[config.mk]
export PLATFORM = sky130hd
export DESIGN_NAME = uart_frame_controller
export DESIGN_NICKNAME = d
export VERILOG_FILES = /design/src/rtl/uart_frame_controller.sv
export SDC_FILE = /design/constraint.sdc
export NUM_CORES = 1
export LEC_CHECK = 0
export BUFFER_PORTS_ARGS = -buffer_cell sky130_fd_sc_hd__buf_2
export CAP_MARGIN = 20
export CORE_AREA = 2 2 39 41
export CTS_CLUSTER_DIAMETER = 150
export DETAILED_ROUTE_END_ITERATION = 16
export DIE_AREA = 0 0 41 43
export GPL_TIMING_DRIVEN = 1
export HOLD_SLACK_MARGIN = 0.15
export PLACE_DENSITY = 0.69
export SYNTH_ARGS = -nofsm -noshare
export SYNTH_HDL_FRONTEND = slang
export SYNTH_SLANG_ARGS = --single-unit
export TNS_END_PERCENT = 20
[constraint.sdc]
create_clock -name CLK -period 1.73 [get_ports CLK]
set_input_delay 0.346 -clock CLK [delete_from_list [all_inputs] [get_ports CLK]]
set_output_delay 0.346 -clock CLK [all_outputs]
set_load 0.1 [all_outputs]
[src/rtl/uart_frame_controller.sv]
// uart_frame_controller: sequences one operand frame from the RX UART into the
// datapath input memory, enables the datapath until it reports a result, then
// streams the result bytes to the TX UART, MSB first.
// Latency: Load_en_out and Rx_ovr_out are combinational with Rx_DV_in. En_out
// rises one cycle after the last byte strobe. Tx_DV_out is registered and
// follows c_valid_in or Tx_Done_in by one cycle.
// Backpressure: none on RX. Bytes arriving in EXE/SEND are dropped and flagged
// on Rx_ovr_out. TX advances only on Tx_Done_in for an outstanding request.
// Optional feature: define RX_TIMEOUT_EN to enable the inter-byte RX timeout
// in LOAD. Without it, Timeout_out is tied low.
// Ports:
//   CLK, RST              clock (rising edge) / async active-high reset
//   Rx_DV_in              received-byte pulse
//   Tx_Done_in            TX UART byte-complete pulse
//   c_valid_in            datapath result valid
//   En_out                datapath enable, high throughout EXE
//   Load_en_out           one-hot input-memory byte strobe
//   Tx_DV_out             TX request pulse
//   Tx_Byte_sel_out       result byte index, 0 = MSB
//   Busy_out              controller is not idle
//   Rx_ovr_out            byte arrived while not loading
//   Timeout_out           RX inter-byte timeout pulse
module uart_frame_controller #(
  parameter int OP_BYTES    = 2,
  parameter int NUM_OPS     = 2,
  parameter int RES_BYTES   = 2,
  parameter int TIMEOUT_CYC = 1000000,
  localparam int IN_BYTES   = NUM_OPS * OP_BYTES,
  localparam int SEL_W      = (RES_BYTES > 1) ? $clog2(RES_BYTES) : 1
) (
  input  logic                CLK,
  input  logic                RST,
  input  logic                Rx_DV_in,
  input  logic                Tx_Done_in,
  input  logic                c_valid_in,
  output logic                En_out,
  output logic [IN_BYTES-1:0] Load_en_out,
  output logic                Tx_DV_out,
  output logic [SEL_W-1:0]    Tx_Byte_sel_out,
  output logic                Busy_out,
  output logic                Rx_ovr_out,
  output logic                Timeout_out
);

  localparam int LD_W = (IN_BYTES > 1) ? $clog2(IN_BYTES) : 1;

  localparam logic [1:0] IDLE = 2'd0;
  localparam logic [1:0] LOAD = 2'd1;
  localparam logic [1:0] EXE  = 2'd2;
  localparam logic [1:0] SEND = 2'd3;

  localparam logic [LD_W-1:0]  LD_LAST  = LD_W'(IN_BYTES - 1);
  localparam logic [SEL_W-1:0] SND_LAST = SEL_W'(RES_BYTES - 1);

  logic [1:0]       state;
  logic [LD_W-1:0]  load_cnt;
  logic [SEL_W-1:0] send_cnt;
  logic             pending;
  logic             tx_dv;
  logic             loading;
  logic             timeout_hit;

  assign loading = (state == IDLE) || (state == LOAD);

`ifdef RX_TIMEOUT_EN
  localparam int TO_W = (TIMEOUT_CYC > 1) ? $clog2(TIMEOUT_CYC) : 1;

  logic [TO_W-1:0] idle_cnt;
  logic            to_pulse;

  // A byte on the terminal cycle wins over the timeout.
  assign timeout_hit = (state == LOAD) && !Rx_DV_in &&
                       (idle_cnt == TO_W'(TIMEOUT_CYC - 1));

  always_ff @(posedge CLK or posedge RST) begin
    if (RST) begin
      idle_cnt <= '0;
      to_pulse <= 1'b0;
    end else begin
      to_pulse <= timeout_hit;
      // Held at zero outside LOAD so each LOAD entry starts a fresh window.
      if ((state != LOAD) || Rx_DV_in || timeout_hit)
        idle_cnt <= '0;
      else
        idle_cnt <= idle_cnt + TO_W'(1);
    end
  end

  assign Timeout_out = to_pulse;
`else
  assign timeout_hit = 1'b0;
  assign Timeout_out = 1'b0;
`endif

  always_ff @(posedge CLK or posedge RST) begin
    if (RST) begin
      state    <= IDLE;
      load_cnt <= '0;
      send_cnt <= '0;
      pending  <= 1'b0;
      tx_dv    <= 1'b0;
    end else begin
      tx_dv <= 1'b0;
      case (state)
        IDLE: begin
          if (Rx_DV_in) begin
            if (IN_BYTES == 1) begin
              state    <= EXE;
              load_cnt <= '0;
            end else begin
              state    <= LOAD;
              load_cnt <= LD_W'(1);
            end
          end
        end
        LOAD: begin
          if (Rx_DV_in) begin
            if (load_cnt == LD_LAST) begin
              state    <= EXE;
              load_cnt <= '0;
            end else begin
              load_cnt <= load_cnt + LD_W'(1);
            end
          end else if (timeout_hit) begin
            state    <= IDLE;
            load_cnt <= '0;
          end
        end
        EXE: begin
          if (c_valid_in) begin
            state    <= SEND;
            send_cnt <= '0;
            pending  <= 1'b1;
            tx_dv    <= 1'b1;
          end
        end
        SEND: begin
          // Only a completion for an outstanding request advances the stream.
          if (Tx_Done_in && pending) begin
            if (send_cnt == SND_LAST) begin
              state    <= IDLE;
              send_cnt <= '0;
              pending  <= 1'b0;
            end else begin
              send_cnt <= send_cnt + SEL_W'(1);
              tx_dv    <= 1'b1;
            end
          end
        end
        default: begin
          state    <= IDLE;
          load_cnt <= '0;
          send_cnt <= '0;
          pending  <= 1'b0;
        end
      endcase
    end
  end

  // Strobes are gated by RST so every output reads 0 while reset is held,
  // even if the RX UART keeps pulsing.
  always_comb begin
    Load_en_out = '0;
    for (int k = 0; k < IN_BYTES; k++) begin
      Load_en_out[k] = !RST && Rx_DV_in && loading && (load_cnt == LD_W'(k));
    end
  end

  assign Rx_ovr_out      = !RST && Rx_DV_in && !loading;
  assign En_out          = (state == EXE);
  assign Busy_out        = (state != IDLE);
  assign Tx_DV_out       = tx_dv;
  assign Tx_Byte_sel_out = send_cnt;

endmodule
## Word-level counts from Yosys, hierarchy flattened

Index checks and enable logic that the tools add are counted.

- Register bits: 7
- Input bits: 5
- Output and inout bits: 10
- Logic and storage cells: 61

- Add/sub/neg operators: 2
- Equal/unequal tests: 12
- Mux-type cells: 22
- Reductions and logical operators: 20

Operators by type and width:

| operator | number |
|---|---|
| $mux 2 | 8 |
| $ne 2x2->1 const B | 5 |
| $mux 1 | 9 |
| $eq 2x2->1 const B | 4 |
| $logic_and 1x1->1 | 8 |
| $pmux 2 s4 | 1 |
| $pmux 1 s2 | 3 |
| $reduce_and 3->1 | 2 |
| $reduce_and 6->1 | 1 |
| $reduce_bool 2->1 | 3 |
| $eq 2x1->1 const B | 2 |
| $logic_not 2->1 | 2 |
| $pmux 2 s2 | 1 |
| $reduce_and 4->1 | 1 |
| $add 2x1->2 const B | 1 |
| $logic_not 1->1 | 2 |
| $ne 2x1->1 const B | 1 |
| $add 1x1->1 const B | 1 |
| $logic_or 1x1->1 | 1 |

## Logic depth before layout (Yosys ltp)

- Depth in word-level cells: 4
- Mapped depth: 6
- Mapped depth without buffers: 6

## Least setup slack after synthesis

Ideal clock, no wire load.

- Path kind: flip-flop to output port
- From: reg state[0]
- To: out Rx_ovr_out
- Data arrival time: 2801 ps
- Required time: 1384 ps
- Slack: -1417 ps
- Stages on the path, launching flop included: 4
- Buffers on the path: 0
- Cells stage by stage: dfrtp_1 inv_1 ha_1 nor3_1

- Longest elaborated chain between the ends: 4
- Elaborated cells on any way between the ends: 5
- Those cells by class: 1 x eq/ne; 4 x reduce/logical

RTL lines:

| element | RTL line | source |
|---|---|---|
| start, declared | 55 | `logic [1:0] state;` |
| start signal, assigned | 97 | `state <= IDLE;` |
| start signal, assigned | 108 | `state <= EXE;` |
| start signal, assigned | 111 | `state <= LOAD;` |
| $eq 2x1->1 / $logic_not 2->1 (equally long branches) | 63 | `assign loading = (state == IDLE) \|\| (state == LOAD);` |
| $logic_or 1x1->1 (*) | 63 |  |
| $logic_not 1->1 (*) | 169 | `assign Rx_ovr_out = !RST && Rx_DV_in && !loading;` |
| $logic_and 1x1->1 (*) | 169 |  |
| end, declared | 41 | `output logic Rx_ovr_out,` |

Mark *: on every way between the ends. The rest lies on a longest branch, timed or not.

## Worst setup path in the final report

- From: reg state[0]
- To: out Load_en_out[2]

- Longest elaborated chain between the ends: 4
- Elaborated cells on any way between the ends: 5
- Those cells by class: 1 x eq/ne; 4 x reduce/logical

RTL lines:

| element | RTL line | source |
|---|---|---|
| $eq 2x1->1 / $logic_not 2->1 (equally long branches) | 63 |  |
| $logic_or 1x1->1 (*) | 63 |  |
| $logic_and 1x1->1 (*) (2 in series) | 165 | `Load_en_out[k] = !RST && Rx_DV_in && loading && (load_cnt == LD_W'(k));` |
| end, declared | 37 | `output logic [IN_BYTES-1:0] Load_en_out,` |

Marks and branches as above.

==> results.md <==
- Setup crit start kind: register
- Number of flops mapped to enable cells by yosys: 0
- Synth warn: 0
- WP data arrival: 1.53 ns
- Reg2reg setup slack: -0.01 ns
- Number of library cell types mapped by synthesis: 27
- Core footprint: 1380 sq um
- Synth top area share: 29.4%
- Starting Density: 43.1%
- Fin crit share: 108%
- Seq cells post-synth: 7
- Worst setup EP type: output port
- Via count: 538
- Total Wirelength: 1.31 mm
- Starting DRT DRC Count: 7
- Antenna-violating nets left: 0
- Most used DFF post-synth: dfrtp_1
- Area leader, netlist: dfrtp_1
- Leftover overflow at the end of global routing: 0
- Worst setup startpoint: state[0]
- Worst Path Max Fanout: 4
- Routed len/inst: 12.1 um
- Count leader, synth: ha_1
- Leading post-synthesis cells by cell area: dfrtp_1 (29%), ha_1 (23%), and2_1 (4.2%)
- Final std cells w/o fill: 108
- Post-Synthesis Cell Area: 597 sq um
- Gate count after technology mapping: 66
- RSZ-0062 raised after global routing: true
- Clock skew: 0.00455 ns
- Largest net degree at the start of global routing: 8
- Vias per cell: 4.98
- First-pass GRT wire length: 2.30 mm
- Layout cells sized above 1: 47.8%
- Vias in the first global route: 570
- Asr flop ratio synth: 100%
- Count of final setup violators: 7
- I/O pins: 15
- Clock tree sinks: 7
- Largest family of logic cells by synthesized area: adder cells
- Post-synthesis xor/xnor area fraction: 0%
- CTS root buffer: clkbuf_4
- Die span in y: 43 um
- Max-slew violation count: 0
- Drt first pass iters: 4
- Port bufs: 13
- Die area: 1760 sq um
- Final hold slack: 0.330 ns
- Worst Path Required: 1.38 ns
- Reg2reg end: state[1]
- Compound-cell area share of the yosys netlist: 18.2%
- Max Root-Sink Buffers: 2
- Post-route minimum period: 1.87 ns
- Row count: 14
- Syn avg cell area: 9.04 sq um
- Mux cell area share after synthesis: 5.45%
- Failing checks: setup timing
- Hold Path Class: in -> reg
- Die width: 41 um
- CTS tree: built
- Placed Cells: 98
- Initial antenna violation count: 0
- Synth cell count leaders: ha_1 (11), dfrtp_1 (7), inv_1 (6), nand2_1 (6)
- Antenna cells: 0
- Critical R2R Launch: state[0]
- Gr usage total: 19.7%
- Area growth, synth to finish: 59.1%
- Inserted Clock Buffers: 3
- Final Hold Vio Count: 0
- Status: finished, violations left
- CP endpoint: Load_en_out[2]
- Worst-Skew Late Latency: 0.25 ns
- Synth Area in Adders: 23.1%
- Synth Net Count: 82
- Post-Synth Simple-Gate Area: 17.6%
- Worst r2r path cells: 7
- Max cap viols: 0
- Max Freq: 0.534 GHz
- Critical path class: reg -> out
- Clk slew on worst S/H paths: 0.05 ns
- Final worst slack: -0.144 ns
- Final nets: 109
- Remaining DRCs: 0
- Routability cong.: 0.821
- H-tree levels: 1
- Seq/Total Area, Yosys: 29.4%
- Util after Layout: 68.6%
- Dpl hpwl: 990 um
cells by family after synthesis:
logic type,count (synthesis)
AOI/OAI and AO/OA,16
adders and majority gates,11
buffers and inverters,8
DFF,7
muxes,3
other,1
and+or+nand+nor,20
final cells by class:
class / instances / area, sq um
well taps: 16 / 20.0
flip-flops and latches: 7 / 175
inverters: 7 / 30.0
repair buffers: 23 / 248
multi-input cells: 51 / 450
fillers: 111 / 434
clock buffers: 4 / 26.3
sequential cells by signal, indices dropped and copies added (netlist names):
register and cells:
Tx_DV_out 1, Tx_Byte_sel_out 1, pending 1, state 2, load_cnt 2
stage by stage:
stage          worst slack, ns  setup TNS, ns  cell area, sq um
3_3_place_gp            0.0333              0               851
4_1_cts                 -0.144         -0.704               950
6_report                -0.144         -0.716               950
2_1_floorplan           -0.448          -3.07               638
3_5_place_dp           -0.0210        -0.0661               851
5_1_grt                 -0.240          -1.32               950
metal layers:
layer	up-vias	wire, um	global-route usage (%)
met1	245	508	20.9
met4	0	21	4.00
met2	15	710	33.1
met3	2	69	9.95
li1	276	-	-
met5	-	0	0
critical path, cell delays in order, from the launching register on:
cell and delay, ns:
dfrtp_1 0.42, inv_2 0.10, ha_4 0.15, clkinvlp_4 0.10, a21oi_4 0.17, and2_4 0.18, buf_12 0.16
what timing repair did:
item | 4_1_cts | 5_1_grt
pin swaps | 7 | 1
gates resized for setup | 5 | 0
hold endpoints to repair | 7 | 0
hold buffers | 1 | 0
buffers inserted | 5 | 0
setup endpoints to repair | 6 | 8
how the worst min path moves through the flow:
stage / slack (ns) / start / end / cells past startpoint
final: 0.33 / c_valid_in / Tx_DV_out / 3
after global routing: 0.37 / c_valid_in / Tx_DV_out / 3
after CTS: 0.33 / c_valid_in / Tx_DV_out / 3
after detailed placement: 0.36 / RST / Tx_Byte_sel_out / 3
after global placement: 0.36 / RST / Tx_DV_out / 3
after floorplan: 0.16 / RST / Tx_Byte_sel_out / 1
placed cells by master, fill, tap and decap left out:
cell type,instances
ha_4,2
a21oi_4,1
a22o_2,1
mux2_1,1
buf_2,6
nand2b_2,1
ha_2,1
o21a_1,1
nor3_1,1
and2b_1,1
a21oi_1,3
dlygate4sd3_1,1
nor3_4,1
o21ai_0,4
clkbuf_4,3
nand2b_1,1
a211oi_2,1
o21ai_1,1
inv_1,3
o32ai_1,1
and2_4,4
nor2_2,1
buf_12,7
mux2i_1,1
clkinvlp_4,1
nand3_2,1
inv_2,3
ha_1,8
mux2_2,1
buf_4,9
nor2_1,3
a21o_1,1
conb_1,1
a32oi_1,1
nand2_1,6
clkbuf_1,1
o221ai_1,1
dfrtp_1,7
Power is left out: the tool's default activity adds up to more than one toggle a clock period on the data nets, which glitch-free logic cannot reach.
